<file path="src/rtl/shift_add_multiplier.sv">
// Sequential shift-and-add unsigned multiplier: one multiplier bit per clock, level enable/done handshake.
// Optional early termination on an exhausted multiplier: define SHIFT_ADD_EARLY_TERM_EN.
module shift_add_multiplier #(
  parameter int WIDTH = 8
) (
  input  logic               clk,
  input  logic               rst,
  input  logic               mul_en,
  input  logic [WIDTH-1:0]   a_in,
  input  logic [WIDTH-1:0]   b_in,
  output logic               multiply_done,
  output logic [2*WIDTH-1:0] product,
  output logic               busy
);

  localparam int CNT_W = (WIDTH > 2) ? $clog2(WIDTH) : 1;
  localparam logic [CNT_W-1:0] CNT_LAST = CNT_W'(WIDTH - 1);

  typedef enum logic [1:0] {
    IDLE = 2'd0,
    RUN  = 2'd1,
    DONE = 2'd2
  } state_t;

  state_t               state_q, state_d;
  logic [2*WIDTH-1:0]   mcand_q, mcand_d;
  logic [WIDTH-1:0]     mplr_q, mplr_d;
  logic [CNT_W-1:0]     cnt_q, cnt_d;
  logic [2*WIDTH-1:0]   prod_q, prod_d;
  logic                 done_q, done_d;
  logic                 busy_q, busy_d;

  always_comb begin
    state_d = state_q;
    mcand_d = mcand_q;
    mplr_d  = mplr_q;
    cnt_d   = cnt_q;
    prod_d  = prod_q;
    case (state_q)
      IDLE: begin
        if (mul_en) begin
          mcand_d = {{WIDTH{1'b0}}, a_in};
          mplr_d  = b_in;
          prod_d  = '0;
          cnt_d   = '0;
          state_d = RUN;
        end
      end
      RUN: begin
        // Dropping the request mid-run abandons the partial product without signalling done.
        if (!mul_en) begin
          state_d = IDLE;
        end
`ifdef SHIFT_ADD_EARLY_TERM_EN
        else if (mplr_q == '0) begin
          state_d = DONE;
        end
`endif
        else begin
          if (mplr_q[0]) prod_d = prod_q + mcand_q;
          mcand_d = mcand_q << 1;
          mplr_d  = mplr_q >> 1;
          cnt_d   = cnt_q + CNT_W'(1);
          if (cnt_q == CNT_LAST) state_d = DONE;
        end
      end
      DONE: begin
        if (!mul_en) state_d = IDLE;
      end
      default: state_d = IDLE;
    endcase
  end

  // Status flags are registered from the next state so they align with state_q.
  assign done_d = (state_d == DONE);
  assign busy_d = (state_d == RUN);

  always_ff @(posedge clk or posedge rst) begin
    if (rst) begin
      state_q <= IDLE;
      mcand_q <= '0;
      mplr_q  <= '0;
      cnt_q   <= '0;
      prod_q  <= '0;
      done_q  <= 1'b0;
      busy_q  <= 1'b0;
    end else begin
      state_q <= state_d;
      mcand_q <= mcand_d;
      mplr_q  <= mplr_d;
      cnt_q   <= cnt_d;
      prod_q  <= prod_d;
      done_q  <= done_d;
      busy_q  <= busy_d;
    end
  end

  assign multiply_done = done_q;
  assign busy          = busy_q;
  assign product       = prod_q;

endmodule

</file>
<file path="config.mk">
export PLATFORM = sky130hd
export DESIGN_NAME = shift_add_multiplier
export DESIGN_NICKNAME = d
export VERILOG_FILES = /design/src/rtl/shift_add_multiplier.sv
export SDC_FILE = /design/constraint.sdc
export NUM_CORES = 1
export LEC_CHECK = 0
export CAP_MARGIN = 40
export CORE_MARGIN = 8
export CORE_UTILIZATION = 49
export DETAILED_ROUTE_END_ITERATION = 6
export GPL_TIMING_DRIVEN = 0
export PLACE_DENSITY = 0.88
export SLEW_MARGIN = 20
export SYNTH_ARGS = -nofsm -noshare
export SYNTH_HDL_FRONTEND = slang
export SYNTH_SLANG_ARGS = --single-unit
</file>
<file path="constraint.sdc">
create_clock -name clk -period 2.1 [get_ports clk]
set_clock_uncertainty 0.1 [all_clocks]
set_input_delay 0.42 -clock clk [delete_from_list [all_inputs] [get_ports clk]]
set_output_delay 0.42 -clock clk [all_outputs]
set_load 0.05 [all_outputs]
</file>
; Yosys cells after proc, flatten, opt, wreduce, memory -nomap -nowiden
; Cells that the tools add are included.
; Widths: inputs -> output; s select.
[totals]
register_bits = 47
latch_bits = 0
ram_bits = 0
romBits = 0
input_bits = 19
output_inout_bits = 18
word_cells = 39
mem_count = 0
[op_classes]
addsub = 2
multipliers = 0
div = 0
order_cmp = 0
n_eq_ne = 8
shifts = 0
muxes = 18
n_bitwise = 0
n_reduce_logical = 4
[ops]
columns = cell, n
row1 = $mux 16, 5
row2 = $pmux 16 s2, 2
row3 = $add 16x16->16, 1
row4 = $mux 8, 2
row5 = $pmux 8 s2, 1
row6 = $mux 2, 4
row7 = $mux 3, 2
row8 = $ne 2x2->1 const B, 3
row9 = $pmux 2 s3, 1
row10 = $pmux 3 s2, 1
row11 = $eq 2x1->1 const B, 2
row12 = $eq 2x2->1 const B, 2
row13 = $reduce_and 4->1, 1
row14 = $add 3x1->3 const B, 1
row15 = $eq 3x3->1 const B, 1
row16 = $reduce_and 3->1, 1
row17 = $logic_not 2->1, 1
row18 = $reduce_bool 2->1, 1

; Depth between registers and ports, before layout
; Gate-level depths: netlist of the first run.
[logic_depth]
depth_word = 5
mapped_depth = 9
mapped_depth_nobuf = 9

; Least setup slack after synthesis of the first run
; No wires, ideal clock.
[synth_path]
path_kind = flip-flop to flip-flop
start = register prod_q[0] (netlist: product[0])
end = register prod_q[10] (netlist: product[10])
setup_time_ns = 0.122
arrival_ns = 2.367
required_time_ns = 1.878
slack_ns = -0.488
stages_incl_launch_ff = 10
cell_sequence = dfrtp_1 -> ha_1 -> inv_1 -> fa_1 -> nor2b_1 -> o2111ai_1 -> a211o_1 -> a21boi_1 -> o21ai_0 -> a32o_1
[synth_between]
elab_chain_cells = 4
[synth_lines]
columns = item, line_no
row1 = from (decl), 29  ; logic [2*WIDTH-1:0] prod_q, prod_d;
row2 = from (signal assigned), 92  ; prod_q <= prod_d;
row3 = $add 16x16->16, 60  ; if (mplr_q[0]) prod_d = prod_q + mcand_q;
row4 = $mux 16, 60
row5 = $mux 16, 51  ; if (!mul_en) begin
row6 = $pmux 16 s2, 39  ; case (state_q)
; No other way between the ends. The select of a mux whose other input is x is not followed.
; A chain may end at the register's enable or synchronous reset.

; Final worst setup path of the first run
[layout_path]
start = register mcand_q[0]
end = register prod_q[10] (netlist: product[10])
[layout_between]
elab_chain_cells = 4
[layout_lines]
columns = item, line_no
row1 = from (decl), 26  ; logic [2*WIDTH-1:0] mcand_q, mcand_d;
row2 = from (signal assigned), 89  ; mcand_q <= mcand_d;
row3 = $add 16x16->16, 60
row4 = $mux 16, 60
row5 = $mux 16, 51
row6 = $pmux 16 s2, 39
; No other way between the ends. The select of a mux whose other input is x is not followed.

==> flow_metrics.tcl, run 1 <==
set metrics [dict create \
    status "finished with violations" \
    violations "negative setup slack" \
    drv_slew 0 \
    grt_antenna_before_repair 0 \
    vias 2280 \
    cts.sinks 47 \
    rr_worst_depth 9 \
    p_switching_uw 794 \
    synth_ff_type "dfrtp_1" \
    power_density_mw_per_mm2 657 \
    synth.top_cell.area_share 0.444 \
    syn_to_final_growth_pct 32.8 \
    finalPower_uw 2310 \
    drc 0 \
    clkPwrFrac 0.247 \
    top_layer "met4" \
    place_area_mm2 0.00331 \
    p_seq_frac 0.461 \
    boundaryPins 37 \
    yosysWarningCount 0 \
    grt_max_degree 36 \
    setup_violations 4 \
    routed_wl_um 6780 \
    max_freq_ghz 0.427 \
    arrival_ns 2.43 \
    cts-root-buf "clkbuf_8" \
    dpl.hpwl_um 4980 \
    gr-usage-all-layers 0.183 \
    synthesis.nets 320 \
    yosysUniqueCellTypes 38 \
    worstPathCellList "ha_4 -> inv_2 -> fa_2 -> nor2b_2 -> o2111ai_2 -> a211o_1 -> a21boi_2 -> o21ai_2 -> a32o_1" \
    fin_util 0.680 \
    worstMarginPinSlew_ns 0.532 \
    instances_no_fill 406 \
    path_class "reg -> reg" \
    yosysSeqAreaShare 0.444 \
    drt-met1-wl_um 2850 \
    portBuffers 36 \
    start_kind "register" \
    critPathLaunch "mcand_q[0]$_DFFE_PP0P_" \
    rrSetupSlack_ns -0.24 \
    core_area_mm2 0.00517 \
    avgSynthCellArea_um2 9.36 \
    htree_levels 2 \
    gr-total-overflow 0 \
    cts_tree "done" \
    core.rowCount 26 \
    final_area_mm2 0.00352 \
    dieArea_mm2 0.00801 \
    yosys-top-cells-count "57 x nand2_1, 47 x dfrtp_1, 24 x o21ai_0" \
    synth_top_cell_by_area "dfrtp_1" \
    timing.final.crit_share 1.11 \
    crit_end "product[10]$_DFFE_PP0P_" \
    synth-edff-count 0 \
    dp_cells 390 \
    cellLeakagePower_uw 0.00157 \
    finalHoldViolations 0 \
    min_period_ns 2.34 \
    rr_endpoint "product[10]$_DFFE_PP0P_" \
    wl_met3_um 317 \
    endpoint_kind "register" \
    intPower_uw 1520 \
    start_util 0.512 \
    synth_seq_cells 47 \
    clock_path_buffers 2 \
    first_iter_violations 101 \
    gp_congestion 0.844 \
    crit_slowest_cell "dfrtp_1" \
    max-cap-violations 0 \
    critPathMaxStageDelay_ns 0.41 \
    nets 372 \
    drive_above_1_share 0.211 \
    clkTransAtPathRegs_ns 0.10 \
    yosys-top-cells-area "dfrtp_1 44%, nand2_1 8.1%, ha_1 8.0%" \
    yosysMostFrequentCell "nand2_1" \
    chipWidth_um 89.5 \
    firstDrtPassIters 4 \
    wl_per_cell_um 16.7 \
    pwr-share-comb 0.291 \
    timing.slew.headroom 0.645 \
    wl_met2_um 3470 \
    crit_required_ns 2.19 \
    synthCells 283 \
    grt_pass1_wl_um 11300 \
    synth_area_mm2 0.00265 \
    worstPathMaxFanout 3 \
    fin_setup_tns_ns -0.625 \
    clk_latency_ns 0.30 \
    grt_pass1_vias 2421 \
    drtAntennaViolNets 0 \
    p_sw_frac 0.344 \
    cts_made_buffers 5 \
    antennaDiodeCount 0 \
    drt-vias-per-instance 5.62 \
    async_flop_share 1.00 \
    fin_ws_ns -0.241 \
    rsz0062_at_grt "true" \
    fp.dieH_um 89.5 \
    r2r-start "mcand_q[0]$_DFFE_PP0P_" \
    peakVddDrop_mv 0.505 \
    hold_class "in -> async" \
]
-- per-layer routing --
layer	track usage	vias up
met3	0.0331	15
met5	0	-
li1	-	1100
met2	0.319	60
met1	0.218	1105
met4	0.0650	0
-- critical path: cells and delay by family (launching register included) --
kind            cells  cell delay, ns
simple gates        1            0.15
compound gates      5            1.00
fa+ha+maj           2            0.51
buf+inv             1            0.04
flops               1            0.41
-- kinds of logic after synthesis --
| group | synth area share |
|---|---|
| xor gates and xnor gates | 0.0397 |
| DFF | 0.444 |
| AOI/OAI and AO/OA | 0.184 |
| muxes | 0.0586 |
| and+or+nand+nor | 0.154 |
| adders and majority gates | 0.0879 |
| buffers and inverters | 0.0321 |
-- cell type report --
| cell class | count | area [um^2] |
|---|---|---|
| fill | 392 | 1650 |
| sequential | 47 | 1190 |
| clock buffer | 6 | 72.6 |
| multi-input combinational | 215 | 1600 |
| buffer | 15 | 82.6 |
| timing repair buffer | 45 | 444 |
| clock inverter | 2 | 16.3 |
| inverter | 6 | 22.5 |
| tap | 70 | 87.6 |
-- state kept, by name (all words and copies together), names as in the netlist --
signal / count
busy: 1
mplr_q: 8
product: 16
mcand_q: 16
multiply_done: 1
state_q: 2
cnt_q: 3
-- placed cells by master (no fill, tap or decap), types with 6 or more instances in the layout --
master,instances
nand2_1,56
dfrtp_1,33
clkdlybuf4s50_1,33
o21ai_0,21
o21ai_1,15
mux2i_1,14
dfrtp_2,14
nand3_1,11
ha_4,11
clkbuf_1,10
a21oi_1,9
buf_4,8
a21o_1,7
xor2_1,7
ha_1,6
-- metrics by stage --
step	setup WS (ns)	hold WS [ns]
floorplan	-0.224	0.343
global placement	-0.564	0.357
detailed placement	-0.258	0.366
CTS	-0.196	0.266
global route	-0.281	0.291
finish	-0.241	0.264
-- power groups by stage --
| stage | Combinational [uW] | Sequential [uW] | Clock (uW) |
|---|---|---|---|
| 2_1_floorplan | 364 | 1160 | 0 |
| 3_3_place_gp | 608 | 1080 | 0 |
| 3_5_place_dp | 637 | 1080 | 0 |
| 4_1_cts | 657 | 1070 | 576 |
| 5_1_grt | 732 | 1080 | 619 |
| 6_report | 673 | 1070 | 572 |
-- worst min-delay path by stage --
stage	startpoint	end	slack, ns	cells past startpoint
3_5_place_dp	cnt_q[2]$_DFFE_PP0P_	cnt_q[2]$_DFFE_PP0P_	0.37	2
5_1_grt	rst	mplr_q[1]$_DFFE_PP0P_	0.29	2
6_report	rst	mplr_q[3]$_DFFE_PP0P_	0.26	2
3_3_place_gp	cnt_q[1]$_DFFE_PP0P_	cnt_q[1]$_DFFE_PP0P_	0.36	2
2_1_floorplan	cnt_q[1]$_DFFE_PP0P_	cnt_q[1]$_DFFE_PP0P_	0.34	2
4_1_cts	rst	mplr_q[3]$_DFFE_PP0P_	0.27	2
-- timing repair --
item / 4_1_cts / 5_1_grt
hold buffers: 0 / 0
resized for setup: 12 / 9
setup buffers: 5 / 5
endpoints found under the hold margin: 0 / 0
pin swaps: 9 / 4
setup endpoints to repair: 5 / 16
Power figures use the tool's default switching activity.
==> run 2, diff against run 1 <==
CAP_MARGIN = unset   (was 40)
==> run 2 against run 1 <==
Effect of this change: the run still ends with negative setup slack left; combinational power barely moved; count of clock-buffer cells in the layout did not move; power stayed put; clock power about the same; maximum frequency did not move; register-to-register slack hardly changed; setup slack unchanged; global-route usage did not move; sequential power barely moved; utilization stayed put; critical path type unchanged.
==> flow_metrics.tcl, run 2 (same netlist as run 1, synthesis figures left out) <==
set metrics [dict create \
    status "finished with violations" \
    violations "negative setup slack" \
    power_density_mw_per_mm2 657 \
    min_period_ns 2.34 \
    cts_hold_buf 0 \
    drtAntennaViolNets 0 \
    start_util 0.512 \
    path_class "reg -> reg" \
    grt_antenna_before_repair 0 \
    worstPathMaxFanout 3 \
    clkTransAtPathRegs_ns 0.10 \
    dp_slack_ns -0.258 \
    chipWidth_um 89.5 \
    drt-vias-per-instance 5.62 \
    max-cap-violations 0 \
    timing.final.crit_share 1.11 \
    cellLeakagePower_uw 0.00157 \
    clock_path_buffers 2 \
    arrival_ns 2.43 \
    drc 0 \
    grt_max_degree 36 \
    firstDrtPassIters 4 \
    ff_latch_area_mm2 0.00119 \
    setup_violations 4 \
    finalPower_uw 2310 \
    final_cell_mix "56 x nand2_1, 33 x dfrtp_1, 33 x clkdlybuf4s50_1" \
    final_area_mm2 0.00352 \
    fp.dieH_um 89.5 \
    worstMarginPinSlew_ns 0.532 \
    gr-usage-all-layers 0.183 \
    portBuffers 36 \
    multi_input_area_mm2 0.00160 \
    drive_above_1_share 0.211 \
    critPathMaxStageDelay_ns 0.41 \
    clk_latency_ns 0.30 \
    gp_congestion 0.844 \
    cts_made_buffers 5 \
    syn_to_final_growth_pct 32.8 \
    gr-total-overflow 0 \
    fin_ws_ns -0.241 \
    peakVddDrop_mv 0.505 \
    layout_commonest_cell "nand2_1" \
    drv_slew 0 \
    nets 372 \
    timing.slew.headroom 0.645 \
    grt_pass1_wl_um 11300 \
    worstPathCellList "ha_4 -> inv_2 -> fa_2 -> nor2b_2 -> o2111ai_2 -> a211o_1 -> a21boi_2 -> o21ai_2 -> a32o_1" \
    max_freq_ghz 0.427 \
    grt_pass1_vias 2421 \
    first_iter_violations 101 \
    cts.sinks 47 \
    htree_levels 2 \
    core.rowCount 26 \
    fin_util 0.680 \
    fin_setup_tns_ns -0.625 \
    dpl.hpwl_um 4980 \
    r2r-start "mcand_q[0]$_DFFE_PP0P_" \
    nFillCells 392 \
    crit_slowest_cell "dfrtp_1" \
    wl_per_cell_um 16.7 \
    rr_worst_depth 9 \
    start_kind "register" \
    finalHoldViolations 0 \
    hold_class "in -> async" \
    endpoint_kind "register" \
    dieArea_mm2 0.00801 \
    routed_wl_um 6780 \
    rsz0062_at_grt "true" \
    core_area_mm2 0.00517 \
    cts_tree "done" \
    cts-root-buf "clkbuf_8" \
    place_area_mm2 0.00331 \
    antennaDiodeCount 0 \
    boundaryPins 37 \
    crit_required_ns 2.19 \
    vias 2280 \
    rr_endpoint "product[10]$_DFFE_PP0P_" \
    rrSetupSlack_ns -0.24 \
]
## run 2: cell counts in the layout (fill, tap and decap cells not counted)
No cell type changed its count.
## run 2: how the worst max path moves through the flow
stage | start | end | slack, ns | depth (start not counted)
floorplan | product[0]$_DFFE_PP0P_ | product[10]$_DFFE_PP0P_ | -0.22 | 9
global placement | rst | product[8]$_DFFE_PP0P_ | -0.56 | 2
detailed placement | mcand_q[8]$_DFFE_PP0P_ | product[15]$_DFFE_PP0P_ | -0.26 | 8
CTS | mcand_q[0]$_DFFE_PP0P_ | product[10]$_DFFE_PP0P_ | -0.20 | 9
global route | mcand_q[0]$_DFFE_PP0P_ | product[10]$_DFFE_PP0P_ | -0.28 | 9
finish | mcand_q[0]$_DFFE_PP0P_ | product[10]$_DFFE_PP0P_ | -0.24 | 9
## run 2: area by class of cell
type,count,area share
clock inverter,2,0.00462
timing repair buffer,45,0.126
buffer,15,0.0235
sequential,47,0.339
inverter,6,0.00640
clock buffer,6,0.0206
multi-input combinational,215,0.454
tap,70,0.0249
## run 2: report_power, final
part           leakage [uW]  internal [uW]  switching (uW)  total, uW
clock network     0.0000418            240             332        572
registers          0.000601            985            81.6       1070
logic              0.000931            292             381        673
## run 2: repair_timing
action / 4_1_cts / 5_1_grt
buffers inserted: 5 / 5
pin swaps: 9 / 4
setup endpoints to repair: 5 / 16
hold endpoints to repair: 0 / 0
resized for setup: 12 / 9
## run 2: through the flow
step / std cells / hold WS [ns]
floorplan: 283 / 0.343
global placement: 389 / 0.357
detailed placement: 390 / 0.366
CTS: 403 / 0.266
global route: 406 / 0.291
finish: 406 / 0.264
## run 2: per-layer routing
metal / share of wire / track usage
met5: 0 / 0
met4: 0.022 / 0.0650
met3: 0.047 / 0.0331
met2: 0.51 / 0.319
met1: 0.42 / 0.218
## run 2: worst max-delay path: cells and delay by family, from the launching register on
kind            cells  cell delay (ns)
flops               1             0.41
buf+inv             1             0.04
compound gates      5             1.00
fa+ha+maj           2             0.51
simple gates        1             0.15
==> run 3, diff against run 2 <==
CAP_MARGIN = 40   (was unset)
==> results of run 3 <==
No change in the layout: final DEF, timing and power equal those of run 1.
